`src/rtl/mux_sel_ctrl.sv`:
```
// Frame-aligned source select for a two-input video mux.
// Debounced button / force request arms a toggle applied on vsync.
module mux_sel_ctrl #(
  parameter int DEBOUNCE_CYCLES = 1000000,
  parameter int HOLDOFF_FRAMES  = 2
) (
  input  logic clk,
  input  logic rst,
  input  logic key_in,
  input  logic vsync_in,
  input  logic force_valid,
  input  logic force_sel,
  output logic sel,
  output logic switch_pending,
  output logic switch_done
);

  localparam int CW = (DEBOUNCE_CYCLES < 3) ? 1
                    : $clog2(DEBOUNCE_CYCLES);
  localparam int HW = (HOLDOFF_FRAMES < 2) ? 1
                    : $clog2(HOLDOFF_FRAMES + 1);

  localparam logic [CW-1:0] CNT_MAX   = CW'(DEBOUNCE_CYCLES - 1);
  localparam logic [HW-1:0] HOLD_INIT = HW'(HOLDOFF_FRAMES);

  localparam logic [1:0] IDLE    = 2'd0;
  localparam logic [1:0] WAIT_VS = 2'd1;
  localparam logic [1:0] HOLDOFF = 2'd2;

  logic          key_s1;
  logic          key_s2;
  logic          vs_s1;
  logic          vs_s2;
  logic          vs_prev;
  logic          vs_edge;
  logic          key_db;
  logic          key_db_prev;
  logic [CW-1:0] db_cnt;
  logic          press;

  logic [1:0]    state;
  logic [1:0]    state_nx;
  logic [HW-1:0] hold_cnt;
  logic [HW-1:0] hold_nx;
  logic          sel_nx;
  logic          done_nx;
  logic          force_chg;
  logic          force_same;

  // Bring the asynchronous button and frame sync into the clk domain
  always_ff @(posedge clk) begin
    if (rst) begin
      key_s1  <= 1'b1;
      key_s2  <= 1'b1;
      vs_s1   <= 1'b0;
      vs_s2   <= 1'b0;
      vs_prev <= 1'b0;
      vs_edge <= 1'b0;
    end else begin
      key_s1  <= key_in;
      key_s2  <= key_s1;
      vs_s1   <= vsync_in;
      vs_s2   <= vs_s1;
      vs_prev <= vs_s2;
      vs_edge <= vs_s2 & ~vs_prev;
    end
  end

  // Accept a new key level only after it has been stable long enough
  always_ff @(posedge clk) begin
    if (rst) begin
      key_db      <= 1'b1;
      key_db_prev <= 1'b1;
      db_cnt      <= '0;
    end else begin
      key_db_prev <= key_db;
      if (key_s2 == key_db) begin
        db_cnt <= '0;
      end else if (db_cnt == CNT_MAX) begin
        key_db <= key_s2;
        db_cnt <= '0;
      end else begin
        db_cnt <= db_cnt + 1'b1;
      end
    end
  end

  assign press      = key_db_prev & ~key_db;
  assign force_chg  = force_valid & (force_sel != sel);
  assign force_same = force_valid & (force_sel == sel);

  // Arm / switch / hold-off decisions; sel only moves on vs_edge
  always_comb begin
    state_nx = state;
    hold_nx  = hold_cnt;
    sel_nx   = sel;
    done_nx  = 1'b0;
    case (state)
      IDLE: begin
        if (force_chg || press) begin
          state_nx = WAIT_VS;
        end
      end
      WAIT_VS: begin
        if (force_same) begin
          state_nx = IDLE;
        end else if (vs_edge) begin
          sel_nx  = ~sel;
          done_nx = 1'b1;
          if (HOLDOFF_FRAMES == 0) begin
            state_nx = IDLE;
          end else begin
            state_nx = HOLDOFF;
            hold_nx  = HOLD_INIT;
          end
        end
      end
      HOLDOFF: begin
        if (force_chg) begin
          state_nx = WAIT_VS;
          hold_nx  = '0;
        end else if (vs_edge) begin
          if (hold_cnt <= HW'(1)) begin
            state_nx = IDLE;
            hold_nx  = '0;
          end else begin
            hold_nx = hold_cnt - 1'b1;
          end
        end
      end
      default: begin
        state_nx = IDLE;
        hold_nx  = '0;
      end
    endcase
  end

  // Register FSM state and all outputs together
  always_ff @(posedge clk) begin
    if (rst) begin
      state          <= IDLE;
      hold_cnt       <= '0;
      sel            <= 1'b0;
      switch_done    <= 1'b0;
      switch_pending <= 1'b0;
    end else begin
      state          <= state_nx;
      hold_cnt       <= hold_nx;
      sel            <= sel_nx;
      switch_done    <= done_nx;
      switch_pending <= (state_nx == WAIT_VS);
    end
  end

endmodule
```
`config.mk`:
```
export PLATFORM = sky130hd
export DESIGN_NAME = mux_sel_ctrl
export DESIGN_NICKNAME = d
export VERILOG_FILES = /design/src/rtl/mux_sel_ctrl.sv
export SDC_FILE = /design/constraint.sdc
export NUM_CORES = 1
export LEC_CHECK = 0
export BUFFER_PORTS_ARGS = -buffer_cell sky130_fd_sc_hd__buf_2
export CAP_MARGIN = 20
export CORE_ASPECT_RATIO = 0.8
export CORE_UTILIZATION = 30
export CTS_BUF_LIST = sky130_fd_sc_hd__clkbuf_4 sky130_fd_sc_hd__clkbuf_8 sky130_fd_sc_hd__clkbuf_16
export DETAILED_ROUTE_END_ITERATION = 12
export PLACE_DENSITY = 0.54
export SETUP_SLACK_MARGIN = 0.05
export SLEW_MARGIN = 10
export SYNTH_ARGS = -nofsm -noshare
export SYNTH_HDL_FRONTEND = slang
export SYNTH_SLANG_ARGS = --single-unit
```
`constraint.sdc`:
```
create_clock -name clk -period 1.3 [get_ports clk]
set_clock_uncertainty 0.05 [all_clocks]
set_input_delay 0.26 -clock clk [delete_from_list [all_inputs] [get_ports clk]]
set_output_delay 0.26 -clock clk [all_outputs]
set_load 0.05 [all_outputs]
```
==> run summary <==
The sum of overflow across all layers after global routing was 0. The measured slew at the worst slew-check pin works out to 0.3366 ns. The worst setup path is captured at a register. Summing all flip-flop and latch instances after layout gives 724.4 µm².

The placed instances occupy a cell area of 1904 µm². Setup violations remaining at the end of the flow were counted as 26. Sorting the synthesized cells by area gives the leading types as dfxtp_1 (45%), xor2_1 (8.5%), nor2_1 (7.5%).

The number of nets in the final layout is 229, and the via density per instance is 4.516. 9 I/O pins were placed. Leakage power total: 0.8761 nW. The maximum net fanout on the critical path came out at 5.

The worst register-to-register path begins at db_cnt[12]. The synthesized design spends more area on one cell type than any other, namely dfxtp_1. The hold violation count in the final report is 0.

Headroom to the max-slew limit came out at 77.40%. After legalization and detailed placement, the total HPWL measured 1.994 mm. The nature of the critical path startpoint was a register. The floorplan row count was 23; the mean instance size in the synthesized netlist was 9.290 µm².

The final reports fail on setup timing. The effective utilization at floorplan is 31.16%, and the power per unit of standard cell area is 980.0 nW/µm². TritonCTS built the clock tree. Among all flip-flop cells after synthesis, the most frequent one is dfxtp_1.

Antenna diode count: 0. For the cell area after layout, the log shows 2260 µm². After technology mapping, the gate count stands at 167.

The number of H-tree levels was 2; the area enclosed by the die boundary was 5465 µm². The count of cells along the worst hold path was 2; the maximum frequency from static timing analysis was 0.7059 GHz. IR analysis of the VDD net gives a maximum drop of 502.3 µV. The endpoint identified for the worst register-to-register timing path is db_cnt[9]. Global routing consumed, over all layers together, 13.00% of the routing resources. The routed length per instance was 11.24 µm. The final setup slack of the worst path is -0.1166 ns. The worst hold path begins at key_in. Counting flops with a built-in enable in the synthesized netlist gives 0. The category of the most critical setup path was register to register.

The die height is 66.32 µm, and the area of the core is 4979 µm². The buffer type at the clock tree root was clkbuf_8. The width of the die works out to 82.40 µm. Leaving out fill and tap cells, the most frequent cells in the layout are buf_4 (33), nor2_1 (27), dfxtp_1 (20).

The tools report the count of pins over their slew limit as 0. Detailed-route via count: 1269. The data required time of the worst path came out at 1.47 ns.

Number of cells on the worst reg-to-reg path: 5. The tool flagged a number of max-cap violations equal to 0. Data on the critical path arrives at its endpoint at 1.59 ns.

Synthesis produced a netlist with a net count of 178. Synthesis instantiated 38 different standard cells from the library. Share of the yosys chip area belonging to registers: 45.16%. In this run the register-to-register setup slack is -0.12 ns. Number of placed instances with taps included: 265. The worst path needs 1.417 ns of the cycle, external delays included. The fraction of registers with async set/reset is 0%. The min-delay analysis places its worst path in the category primary input to register.

The flow ran to the end, but the final reports show violations. The leading cell type in the layout, fill and taps excluded was buf_4. The maximum number of pins on one net before global-route repair was 13.

Setup repair after global routing could not meet its margin everywhere. The tools report the setup slack at placement as -0.1690 ns. The first routing iteration left 71 violations. The multi-input combinational cells in the finished layout cover a total of 967.2 µm². The run gives 3.159 mm as the final routed wirelength across all metal layers. Cells fill 45.39% of the core in the end. The run gives 0 as the total of hold buffers inserted after clock tree synthesis.

The residual antenna-violating net count after detailed routing came out at 0. The logs give 0.29 ns for the clock insertion delay at the later pin of the skew report and 0.7494 for the routability-driven placement congestion ratio. Buffers inserted during clock tree synthesis total 5. The first-pass GRT wire length came out at 5.313 mm. Summed over its instances, the top area cell type makes up 45.16% of the synthesized netlist area. The first TritonRoute pass finished after 4 iterations. From synthesis to final layout, the design area changed by 45.65%.

The mapped cell area is 1551 µm², and the share of post-route cells with drive strength above 1 is 48.40%. The number of antenna violations at the first check in global routing is 0. The DRC violation count after routing is 0, and the non-filler instance count after layout is 281. The worst path uses 109.0% of the clock period. Fill cells in the final layout number 469.

End point of the most critical hold path: key_s1. The longest clock path from root to sink contains 2 buffers. Synthesis inferred 35 register bits. Buffers placed on the I/O ports in this run total 8.

The tools report the via count of the first global-routing pass as 1169. Yosys printed 0 warnings. The clock-pin slew on the worst setup and hold paths is 0.07 ns, and the number of sinks handled by clock tree synthesis is 35. The tools report the worst hold slack across all endpoints as 0.1040 ns.
==> through the flow <==
stage	setup TNS, ns	total power [mW]
2_1_floorplan	-0.9735	1.196
3_3_place_gp	-3.958	1.238
3_5_place_dp	-3.986	1.237
4_1_cts	-2.488	2.234
5_1_grt	-4.901	2.313
6_report	-2.425	2.215
==> state kept, by name, summed over array words and instances (netlist names) <==
register,cells
vs_prev,1
key_db,1
switch_pending,1
state,2
key_s1,1
vs_edge,1
key_db_prev,1
switch_done,1
key_s2,1
db_cnt,20
vs_s1,1
sel,1
vs_s2,1
hold_cnt,2
==> worst max-delay path: stages (launching register included) <==
cell and delay [ns]:
dfxtp_2 0.34, and4bb_2 0.24, nand2_1 0.11, nor3_4 0.06, or3_4 0.43, nor2_1 0.11
==> cell type report <==
type	count	area share, %
repair buffers	45	15.17
well taps	62	3.433
multi-input cells	123	42.80
clock buffers	5	3.045
inverters	8	1.550
clock inverters	3	1.938
flip-flops and latches	35	32.06
==> routing by layer <==
layer / up-vias / part of all wire [%] / GRT usage, % / wire length (µm)
li1: 668 / - / - / -
met1: 584 / 52 / 17.37 / 1656
met2: 10 / 43 / 19.01 / 1350
met3: 7 / 2.9 / 4.276 / 93
met4: 0 / 1.9 / 5.263 / 59
met5: - / 0 / 0 / 0
==> synthesized netlist by cell type (4+ instances only) <==
| cell | number |
|---|---|
| ha_1 | 5 |
| nand3_1 | 9 |
| dfxtp_1 | 35 |
| xor2_1 | 15 |
| nand4_1 | 4 |
| nor3_2 | 4 |
| inv_1 | 8 |
| nand2_1 | 9 |
| nor2b_1 | 5 |
| xnor2_1 | 5 |
| nor2_1 | 31 |
==> kinds of logic after synthesis <==
kind of cell	synth area share, %
and+or+nand+nor	28.23
DFF	45.16
xor gates and xnor gates	12.34
AOI/OAI and AO/OA	5.968
buffers and inverters	3.629
adders and majority gates	4.032
muxes	0.6452
==> what timing repair did <==
| action | CTS | global route |
|---|---|---|
| setup endpoints to repair | 28 | 28 |
| endpoints found under the hold margin | 0 | 0 |
| pin swaps | 12 | 17 |
| gates cloned | 1 | 1 |
| gates resized for setup | 34 | 18 |
| buffers inserted | 4 | 2 |
==> worst max path at each step <==
stage               startpoint          end  slack [ns]  cells past startpoint
floorplan             state[0]  hold_cnt[0]       -0.06                      7
global placement     db_cnt[2]   db_cnt[13]       -0.18                      6
detailed placement  db_cnt[13]   db_cnt[12]       -0.17                      5
CTS                  db_cnt[2]   db_cnt[13]       -0.14                      6
global route        db_cnt[13]   db_cnt[14]       -0.22                      5
finish              db_cnt[12]    db_cnt[9]       -0.12                      5
==> power breakdown <==
| part | switching [mW] | total (mW) | internal, mW |
|---|---|---|---|
| registers | 0.00828 | 1.09 | 1.08 |
| logic | 0.0868 | 0.162 | 0.0755 |
| clock network | 0.391 | 0.961 | 0.570 |
No activity file was read; power rests on OpenSTA's default activity.
